## config.mk

```make
export PLATFORM = sky130hd
export DESIGN_NAME = mmio_responder
export DESIGN_NICKNAME = d
export VERILOG_FILES = /design/src/rtl/mmio_responder_pkg.sv /design/src/rtl/mmio_responder_tx_fifo.sv /design/src/rtl/mmio_responder.sv
export SDC_FILE = /design/constraint.sdc
export NUM_CORES = 1
export LEC_CHECK = 0
export CORE_MARGIN = 2
export CORE_UTILIZATION = 30
export CTS_BUF_LIST = sky130_fd_sc_hd__clkbuf_4
export DETAILED_ROUTE_END_ITERATION = 8
export GPL_TIMING_DRIVEN = 0
export SYNTH_ARGS = -nofsm -noshare
export SYNTH_HDL_FRONTEND = slang
export SYNTH_HIERARCHICAL = 1
export SYNTH_SLANG_ARGS = --single-unit
```

## constraint.sdc

```tcl
create_clock -name clk -period 5.95 [get_ports clk]
set_input_delay 1.785 -clock clk [delete_from_list [all_inputs] [get_ports clk]]
set_output_delay 1.785 -clock clk [all_outputs]
set_load 0.02 [all_outputs]
```

## src/rtl/mmio_responder_pkg.sv

```systemverilog
// Shared register map for the MMIO responder: offsets, bit positions, base.
// Imported by the responder, the CPU top and the bench.
package mmio_responder_pkg;

  localparam logic [31:0] BASE_ADDR_DEF = 32'hFFFF_0000;

  localparam logic [2:0] OFF_TXDATA = 3'd0;
  localparam logic [2:0] OFF_STATUS = 3'd1;
  localparam logic [2:0] OFF_TIMER  = 3'd2;
  localparam logic [2:0] OFF_CTRL   = 3'd3;
  localparam logic [2:0] OFF_ACK    = 3'd4;

  localparam int STAT_FULL    = 0;
  localparam int STAT_EMPTY   = 1;
  localparam int STAT_CNT_LSB = 2;
  localparam int STAT_EXP     = 5;
  localparam int STAT_OVF     = 6;

  localparam int CTRL_TEN = 0;
  localparam int CTRL_IEN = 1;

  function automatic logic [31:0] status_word(
    input logic       full,
    input logic       empty,
    input logic [2:0] cnt,
    input logic       expired,
    input logic       ovf
  );
    logic [31:0] w;
    w = '0;
    w[STAT_FULL]  = full;
    w[STAT_EMPTY] = empty;
    w[STAT_CNT_LSB +: 3] = cnt;
    w[STAT_EXP]   = expired;
    w[STAT_OVF]   = ovf;
    return w;
  endfunction

endpackage

```

## src/rtl/mmio_responder_tx_fifo.sv

```systemverilog
// TX byte FIFO: power-of-two depth, pointers wrap naturally.
// Head is read combinationally from storage.
module tx_fifo #(
  parameter int DEPTH = 4
) (
  input  logic                     clk,
  input  logic                     reset,
  input  logic                     push_i,
  input  logic                     pop_i,
  input  logic [7:0]               din_i,
  output logic                     full_o,
  output logic                     empty_o,
  output logic [$clog2(DEPTH):0]   count_o,
  output logic [7:0]               head_o
);

  localparam int AW = $clog2(DEPTH);
  localparam int CW = AW + 1;

  logic [7:0]    mem_q [DEPTH];
  logic [AW-1:0] wp_q, wp_d;
  logic [AW-1:0] rp_q, rp_d;
  logic [CW-1:0] cnt_q, cnt_d;

  assign full_o  = (cnt_q == CW'(DEPTH));
  assign empty_o = (cnt_q == '0);
  assign count_o = cnt_q;
  assign head_o  = mem_q[rp_q];

  always_comb begin
    wp_d  = wp_q;
    rp_d  = rp_q;
    cnt_d = cnt_q;
    if (push_i) wp_d = wp_q + 1'b1;
    if (pop_i)  rp_d = rp_q + 1'b1;
    unique case ({push_i, pop_i})
      2'b10:   cnt_d = cnt_q + 1'b1;
      2'b01:   cnt_d = cnt_q - 1'b1;
      default: cnt_d = cnt_q;
    endcase
  end

  // Storage is not reset; an empty count makes stale bytes invisible.
  always_ff @(posedge clk) begin
    if (push_i) mem_q[wp_q] <= din_i;
  end

  always_ff @(posedge clk or negedge reset) begin
    if (!reset) begin
      wp_q  <= '0;
      rp_q  <= '0;
      cnt_q <= '0;
    end else begin
      wp_q  <= wp_d;
      rp_q  <= rp_d;
      cnt_q <= cnt_d;
    end
  end

endmodule

```

## src/rtl/mmio_responder.sv

```systemverilog
// Memory-mapped TX FIFO + interval timer in a 32-byte I/O window.
// One-cycle registered readback, matching data memory latency.
module mmio_responder
  import mmio_responder_pkg::*;
#(
  parameter logic [31:0] BASE_ADDR  = BASE_ADDR_DEF,
  parameter int          FIFO_DEPTH = 4
) (
  input  logic        clk,
  input  logic        reset,
  input  logic [31:0] address,
  input  logic        wr,
  input  logic [31:0] datain,
  output logic [31:0] dataout,
  output logic        sel,
  output logic [7:0]  tx_data,
  output logic        tx_valid,
  input  logic        tx_ready,
  output logic        irq
);

  localparam int CW = $clog2(FIFO_DEPTH) + 1;

  logic          hit;
  logic [2:0]    off;
  logic          wr_tx, wr_tmr, wr_ctl, wr_ack;
  logic          push, pop, full, empty;
  logic [CW-1:0] fifo_cnt;
  logic [31:0]   cnt32;
  logic [2:0]    cnt_sat;
  logic          expire;
  logic [31:0]   rdata;
  logic          unused_addr_bits;

  logic [1:0]  ctrl_q, ctrl_d;
  logic [31:0] tmr_q, tmr_d;
  logic [31:0] reload_q, reload_d;
  logic        exp_q, exp_d;
  logic        ovf_q, ovf_d;
  logic [31:0] dout_q, dout_d;
  logic        sel_q, sel_d;

  assign unused_addr_bits = ^address[1:0];

  assign hit = (address[31:5] == BASE_ADDR[31:5]);
  assign off = address[4:2];

  always_comb begin
    wr_tx  = 1'b0;
    wr_tmr = 1'b0;
    wr_ctl = 1'b0;
    wr_ack = 1'b0;
    if (wr && hit) begin
      unique case (1'b1)
        off == OFF_TXDATA: wr_tx  = 1'b1;
        off == OFF_TIMER:  wr_tmr = 1'b1;
        off == OFF_CTRL:   wr_ctl = 1'b1;
        off == OFF_ACK:    wr_ack = 1'b1;
        default: ;
      endcase
    end
  end

  // A pop in the same cycle frees the slot a write to a full FIFO needs.
  assign pop  = tx_valid && tx_ready;
  assign push = wr_tx && (!full || pop);

  tx_fifo #(.DEPTH(FIFO_DEPTH)) u_fifo (
    .clk     (clk),
    .reset   (reset),
    .push_i  (push),
    .pop_i   (pop),
    .din_i   (datain[7:0]),
    .full_o  (full),
    .empty_o (empty),
    .count_o (fifo_cnt),
    .head_o  (tx_data)
  );

  assign tx_valid = !empty;
  assign cnt32    = 32'(fifo_cnt);
  assign cnt_sat  = (cnt32 > 32'd7) ? 3'd7 : cnt32[2:0];

  always_comb begin
    tmr_d    = tmr_q;
    reload_d = reload_q;
    expire   = 1'b0;
    if (wr_tmr) begin
      tmr_d    = datain;
      reload_d = datain;
    end else if (ctrl_q[CTRL_TEN]) begin
      if (tmr_q == '0) begin
        expire = 1'b1;
        tmr_d  = reload_q;
      end else begin
        tmr_d = tmr_q - 32'd1;
      end
    end
  end

  always_comb begin
    ctrl_d = wr_ctl ? datain[1:0] : ctrl_q;
    exp_d  = expire ? 1'b1 : (wr_ack ? 1'b0 : exp_q);
    ovf_d  = (wr_tx && full && !pop) ? 1'b1 :
             (wr_ack ? 1'b0 : ovf_q);
  end

  always_comb begin
    rdata = '0;
    unique case (1'b1)
      off == OFF_STATUS:
        rdata = status_word(full, empty, cnt_sat, exp_q, ovf_q);
      off == OFF_TIMER: rdata = tmr_q;
      off == OFF_CTRL:  rdata = {30'd0, ctrl_q};
      default: rdata = '0;
    endcase
    sel_d  = hit;
    dout_d = hit ? rdata : '0;
  end

  always_ff @(posedge clk or negedge reset) begin
    if (!reset) begin
      ctrl_q   <= '0;
      tmr_q    <= '0;
      reload_q <= '0;
      exp_q    <= 1'b0;
      ovf_q    <= 1'b0;
      dout_q   <= '0;
      sel_q    <= 1'b0;
    end else begin
      ctrl_q   <= ctrl_d;
      tmr_q    <= tmr_d;
      reload_q <= reload_d;
      exp_q    <= exp_d;
      ovf_q    <= ovf_d;
      dout_q   <= dout_d;
      sel_q    <= sel_d;
    end
  end

  assign dataout = dout_q;
  assign sel     = sel_q;
  assign irq     = exp_q && ctrl_q[CTRL_IEN];

endmodule

```

# After elaboration in Yosys (flattened, before gate mapping)
# Memories as Yosys holds them, arrays and structs flattened.
# Index checks and enable logic that the tools add are counted.
# W data, S select, Z words.
# classes
addsub	5
n_lt_le_gt_ge	1
eq_ne	8
n_mux	23
reduce_logical	17
# ops
cell	n
$mux W32	4
$pmux W32 S3	1
$logic_not A32 Y1	1
$sub A32 B1 Y32 const B	1
$eq A27 B27 Y1 const B	1
$mux W1	16
$reduce_bool A2 Y1	4
$eq A3 B2 Y1 const B	2
$eq A3 B3 Y1 const B	2
$logic_and A1 B1 Y1	6
$logic_not A3 Y1	2
$pmux W3 S2	1
$add A2 B1 Y2 const B	2
$add A3 B1 Y3 const B	1
$eq A3 B1 Y1 const B	1
$gt A3 B3 Y1 const B	1
$logic_not A1 Y1	3
$mux W3	1
$sub A3 B1 Y3 const B	1
$eq A2 B1 Y1 const B	1
$eq A2 B2 Y1 const B	1
$logic_or A1 B1 Y1	1
# word_totals
regBits	108
ramBits	32
output_inout_bits	43
word_cells	65
memories	1
# memory_table
memory	depth	word_bits	read_ports	rd_ports_with_merged_regs	wr	line	rtl
u_fifo.mem_q	4	8	1	0	1	mmio_responder_tx_fifo.sv:20	logic [7:0] mem_q [DEPTH];

# Logic depth before layout (Yosys ltp)
# logic_depth
ltp_word	7
ltp_mapped	12
mapped_depth_nobuf	12

# Hierarchy
# Netlist, hierarchy kept.
# modules_own_cells
mod	instances	cells_per_inst	area_each_um2	seq_area_each_um2
mmio_responder	1	540	5131.2	2527.4
tx_fifo	1	79	1551.5	1136.1

# Least setup slack after synthesis
# OpenSTA, ideal clock, no wires.
# synth_timing
kind	input -> register
start	in address[7]
end	reg u_fifo.cnt_q[1], in the netlist u_fifo/count_o[1]
setup_time_ps	83
arrival_time_ps	3880
path_slack_ps	1987
path_stages	9
n_path_buf	0
cell_sequence	nor4b_1 -> nand4_1 -> nor3_1 -> and2_1 -> inv_1 -> ha_1 -> inv_1 -> fa_1 -> o21ai_0
# synth_via
elab_chain_len	6
# synth_lines
item	line	rtl
start: declaration	mmio_responder.sv:11	input logic [31:0] address,
$eq A27 B27 Y1 *	mmio_responder.sv:45	assign hit = (address[31:5] == BASE_ADDR[31:5]);
$logic_and A1 B1 Y1 *	mmio_responder.sv:53	if (wr && hit) begin
$mux W1 *	mmio_responder.sv:53	
$logic_and A1 B1 Y1 *	mmio_responder.sv:66	assign push = wr_tx && (!full || pop);
net push	mmio_responder.sv:27	logic push, pop, full, empty;
$eq A2 B1 Y1 / $eq A2 B2 Y1 (equally long branches)	mmio_responder_tx_fifo.sv:36	unique case ({push_i, pop_i})
$pmux W3 S2 / $reduce_bool A2 Y1 (equally long branches)	n/a	
end signal: assignment	mmio_responder_tx_fifo.sv:56	cnt_q <= cnt_d;
end: declaration	mmio_responder_tx_fifo.sv:23	logic [CW-1:0] cnt_q, cnt_d;
# Mark *: on every way through the listed nets, which the timed path passes. The rest lies on a longest branch.
# A chain may end at the register's enable or synchronous reset.

# Worst setup path after layout
# layout_timing
start	in address[7]
end	reg tmr_q[3]
# layout_via
elab_chain_len	4
# layout_lines
item	line	rtl
$eq A27 B27 Y1 *	mmio_responder.sv:45	
$logic_and A1 B1 Y1 *	mmio_responder.sv:53	
$mux W1 *	mmio_responder.sv:53	
$mux W32 / $reduce_bool A2 Y1 (equally long branches)	n/a	
end signal: assignment	mmio_responder.sv:132	tmr_q <= tmr_d;
end: declaration	mmio_responder.sv:36	logic [31:0] tmr_q, tmr_d;
# Every way passes the cells marked *; elsewhere a longest branch is shown, timed or not.

==> results by group <==
Drt
  – Routed vias/inst: just under 5
  – DRC Markers: 0
  – Final wirelength: 17,200 um
  – DR pass1 iterations: 4
  – Routed Antenna Nets: 0
  – WL/cell: about 17 um
  – Vias: just over 5,000
  – Initial DRC count: 330

Yosys
  – Sequential fraction of the synthesis area: 0.548
  – Post-synth EDFFs: 32
  – Mapped Avg Cell Area: 10.8 sq um
  – Synth area leader: dfrtp_1
  – Async SR Flop Fraction: 0.771
  – Yosys reg bits: 140
  – Synth top area cells: dfrtp_1 40%, edfxtp_1 14%, nand2_1 6.9%
  – Dominant synthesized flop cell: dfrtp_1
  – Yosys cell types: 70
  – Mapped Cells: 619
  – Synth top area share: 0.404
  – Syn Nets: 695
  – Ys Warns: 6
  – Synthesized cell area: ~6700 sq um

Floorplan
  – Total Die Area: 23,500 sq um
  – Die Span Y: 153 um
  – Row count: 54
  – Core box area: 21,800 sq um
  – Die width: between 150 and 200 um
  – Starting Density: 0.306
  – Top-Level Pins: roughly 110

STA
  – Max Freq: roughly 220 MHz
  – Slew HR: 0.346
  – Fin crit share: 0.754
  – Period minus WS final: around 4.5 ns
  – Max-slew violation count: 0
  – Final hold violations: 0
  – Final setup fails: 0
  – Worst Tran Pin Value: between 0.9 and 1 ns
  – RSZ-0062 raised after global routing: no
  – Clock skew: 0.0206 ns

Status
  – Status: complete, no violations

Global routing
  – Antenna violations before repair: 1
  – Global-route wire length before repair: between 20,000 and 30,000 um
  – GRT Util Overall: 0.154
  – Total congestion overflow: 0
  – Largest net degree at the start of global routing: 70
  – Vias in the first global route: 5,047

Worst setup path
  – Slowest CP cell: nor4b_2
  – Critical path buffers and inverters: 2
  – Critical path, cell by cell: clkdlybuf4s50_1 -> nor4b_1 -> nand4_1 -> nor4b_2 -> nand2_1 -> clkbuf_1 -> nor2_1 -> a21oi_1
  – RR Startpoint: tmr_q[0]$_DFFE_PN0P_
  – CP Max Fanout: 10
  – CP Capture Type: flip-flop
  – Kind of critical path: in -> reg
  – Delay-heaviest family, CP: simple AND/OR/NAND/NOR gates
  – Worst path arrival time: a little under 5 ns
  – R2r endpoint: tmr_q[30]$_DFFE_PN0P_
  – Critical path startpoint category: input pin
  – Max stage delay on crit path: 0.95 ns
  – R2R cell count: 8
  – Worst EP required: 6.37 ns
  – Reg-to-reg slack, setup: 3.08 ns

Clock tree
  – Worst-Skew Late Latency: 0.57 ns
  – Post-cts resize count: 0
  – Cts hold-fix bufs: 0
  – Post-CTS Setup Bufs: 0
  – # H-tree levels: 4
  – Clk slew on worst S/H paths: 0.11 ns
  – Clock buffer depth: 2
  – CTS tree: yes
  – Clock root cell: clkbuf_4
  – Clk sink count: 140
  – Total CTS buffers: 17

Final layout
  – Layout filler cell count: 2,202
  – P&R area growth vs syn: 26.0%
  – Final nets: about 800
  – Multi-input gate area: 2810 sq um
  – Share of cells above drive strength 1: 0.108
  – Reg area: 3660 sq um
  – Post-route cell area: 8420 sq um

Pwr
  – Pwr per Cell Area: 194 nW/um^2
  – Total power: 1.64 mW
  – Peak VDD IR: 0.0000928 V
  – P_leak: between 3 and 4 nW

Hold path
  – Hold Crit Class: reg -> reg
  – WHS Endpoint: reload_q[26]$_DFFE_PN0P_
  – Hold depth: 2
  – Origin of the worst min-delay path: reload_q[26]$_DFFE_PN0P_

Placement
  – Routability congestion estimate from global placement: 0.782
  – Post-DP Area: 8160 sq um
  – DP HPWL: 12,300 um
  – PortBufs: between 100 and 150

Job
  – Max_cap viols: 0
worst reg2reg max path, cell delays in order (launching register included):
cell and delay [ns]:
dfrtp_1 0.45, inv_1 0.13, ha_1 0.25, nor4b_1 0.62, nand2_1 0.43, o21ai_0 0.28, a21oi_1 0.09, a2111oi_0 0.40
a221o_1 0.17
metal layers:
layer,wire [um],GRT usage,part of all wire
met5,0,0,0
met4,192,0.0423,0.011
met3,881,0.0456,0.051
met2,8030,0.236,0.47
met1,8120,0.212,0.47
logic make-up after synthesis:
group           after synthesis  synth area share
simple gates                289             0.221
flops                       140             0.548
compound gates               87            0.0884
buf+inv                      41            0.0320
mux                          28            0.0590
xor+xnor                     26            0.0352
fa+ha+maj                     8            0.0161
registers in the layout, indices dropped and copies added, names as in the netlist:
signal	count
u_fifo/count_o	3
u_fifo/wp_q	2
sel	1
ctrl_q	2
dataout	32
u_fifo/mem_q	32
exp_q	1
tmr_q	32
reload_q	32
ovf_q	1
u_fifo/rp_q	2
synthesized netlist by cell type, drive strengths merged (5+ instances only):
cell type  count
a22oi         11
or4            5
edfxtp        32
clkbuf        15
or3            6
ha             7
and2          33
mux2i          9
xnor2         14
nand3         10
mux2          11
xor2          12
o211ai         5
dfrtp        108
a221o          5
o21ai         14
a211oi         9
mux4           8
nor4           8
buf           14
a21oi         21
nor2          51
and3           5
nor4b          7
nor3          19
nand2        123
inv           12
cell usage in the layout, fill, tap and decap left out, drive strengths merged, types with 7 or more instances in the layout:
cell type / n
mux2: 11
inv: 14
nand3: 10
nor4b: 7
a22oi: 11
nand2: 123
nor2: 51
nor4: 8
clkinv: 7
clkdlybuf4s50: 107
clkbuf: 33
buf: 17
xor2: 12
dfrtp: 108
xnor2: 14
a211oi: 9
mux2i: 9
edfxtp: 32
o21ai: 14
and2: 33
a21oi: 21
mux4: 8
nor3: 19
ha: 7
final cells by class:
cell class	instances	share of cell area
Clock inverter	14	0.0144
Clock buffer	18	0.0161
Timing Repair Buffer	110	0.134
Antenna cell	1	0.000297
Multi-Input combinational cell	438	0.333
Buffer	29	0.0201
Tap cell	280	0.0416
Sequential cell	140	0.435
Inverter	12	0.00535
worst max path at each step:
stage                     startpoint  slack, ns                       endpoint  depth (start not counted)
after floorplan           address[7]       1.99  u_fifo/count_o[1]$_DFFE_PN0P_                          9
after global placement         reset      -1.25     u_fifo/wp_q[0]$_DFFE_PN0P_                          1
after detailed placement  address[7]       0.88           tmr_q[3]$_DFFE_PN0P_                          8
after CTS                 address[7]       1.49           tmr_q[3]$_DFFE_PN0P_                          8
after global routing      address[7]       1.16           tmr_q[3]$_DFFE_PN0P_                          8
final                     address[7]       1.46           tmr_q[3]$_DFFE_PN0P_                          8
report_power, final:
group / internal, mW / switching (mW)
logic: 0.0448 / 0.0339
clock network: 0.210 / 0.365
registers: 0.981 / 0.0000546
per-stage QoR:
step	cells	worst slack (ns)	util	hold WS, ns	setup TNS (ns)
after global placement	1007	-1.25	0.372	0.444	-134.09
after CTS	1041	1.49	0.386	0.483	0
final	1042	1.46	0.386	0.479	0
after global routing	1042	1.16	0.386	0.503	0
after floorplan	619	1.99	-	0.430	0
after detailed placement	1009	0.875	0.374	0.453	0
Power figures use the tool's default switching activity.
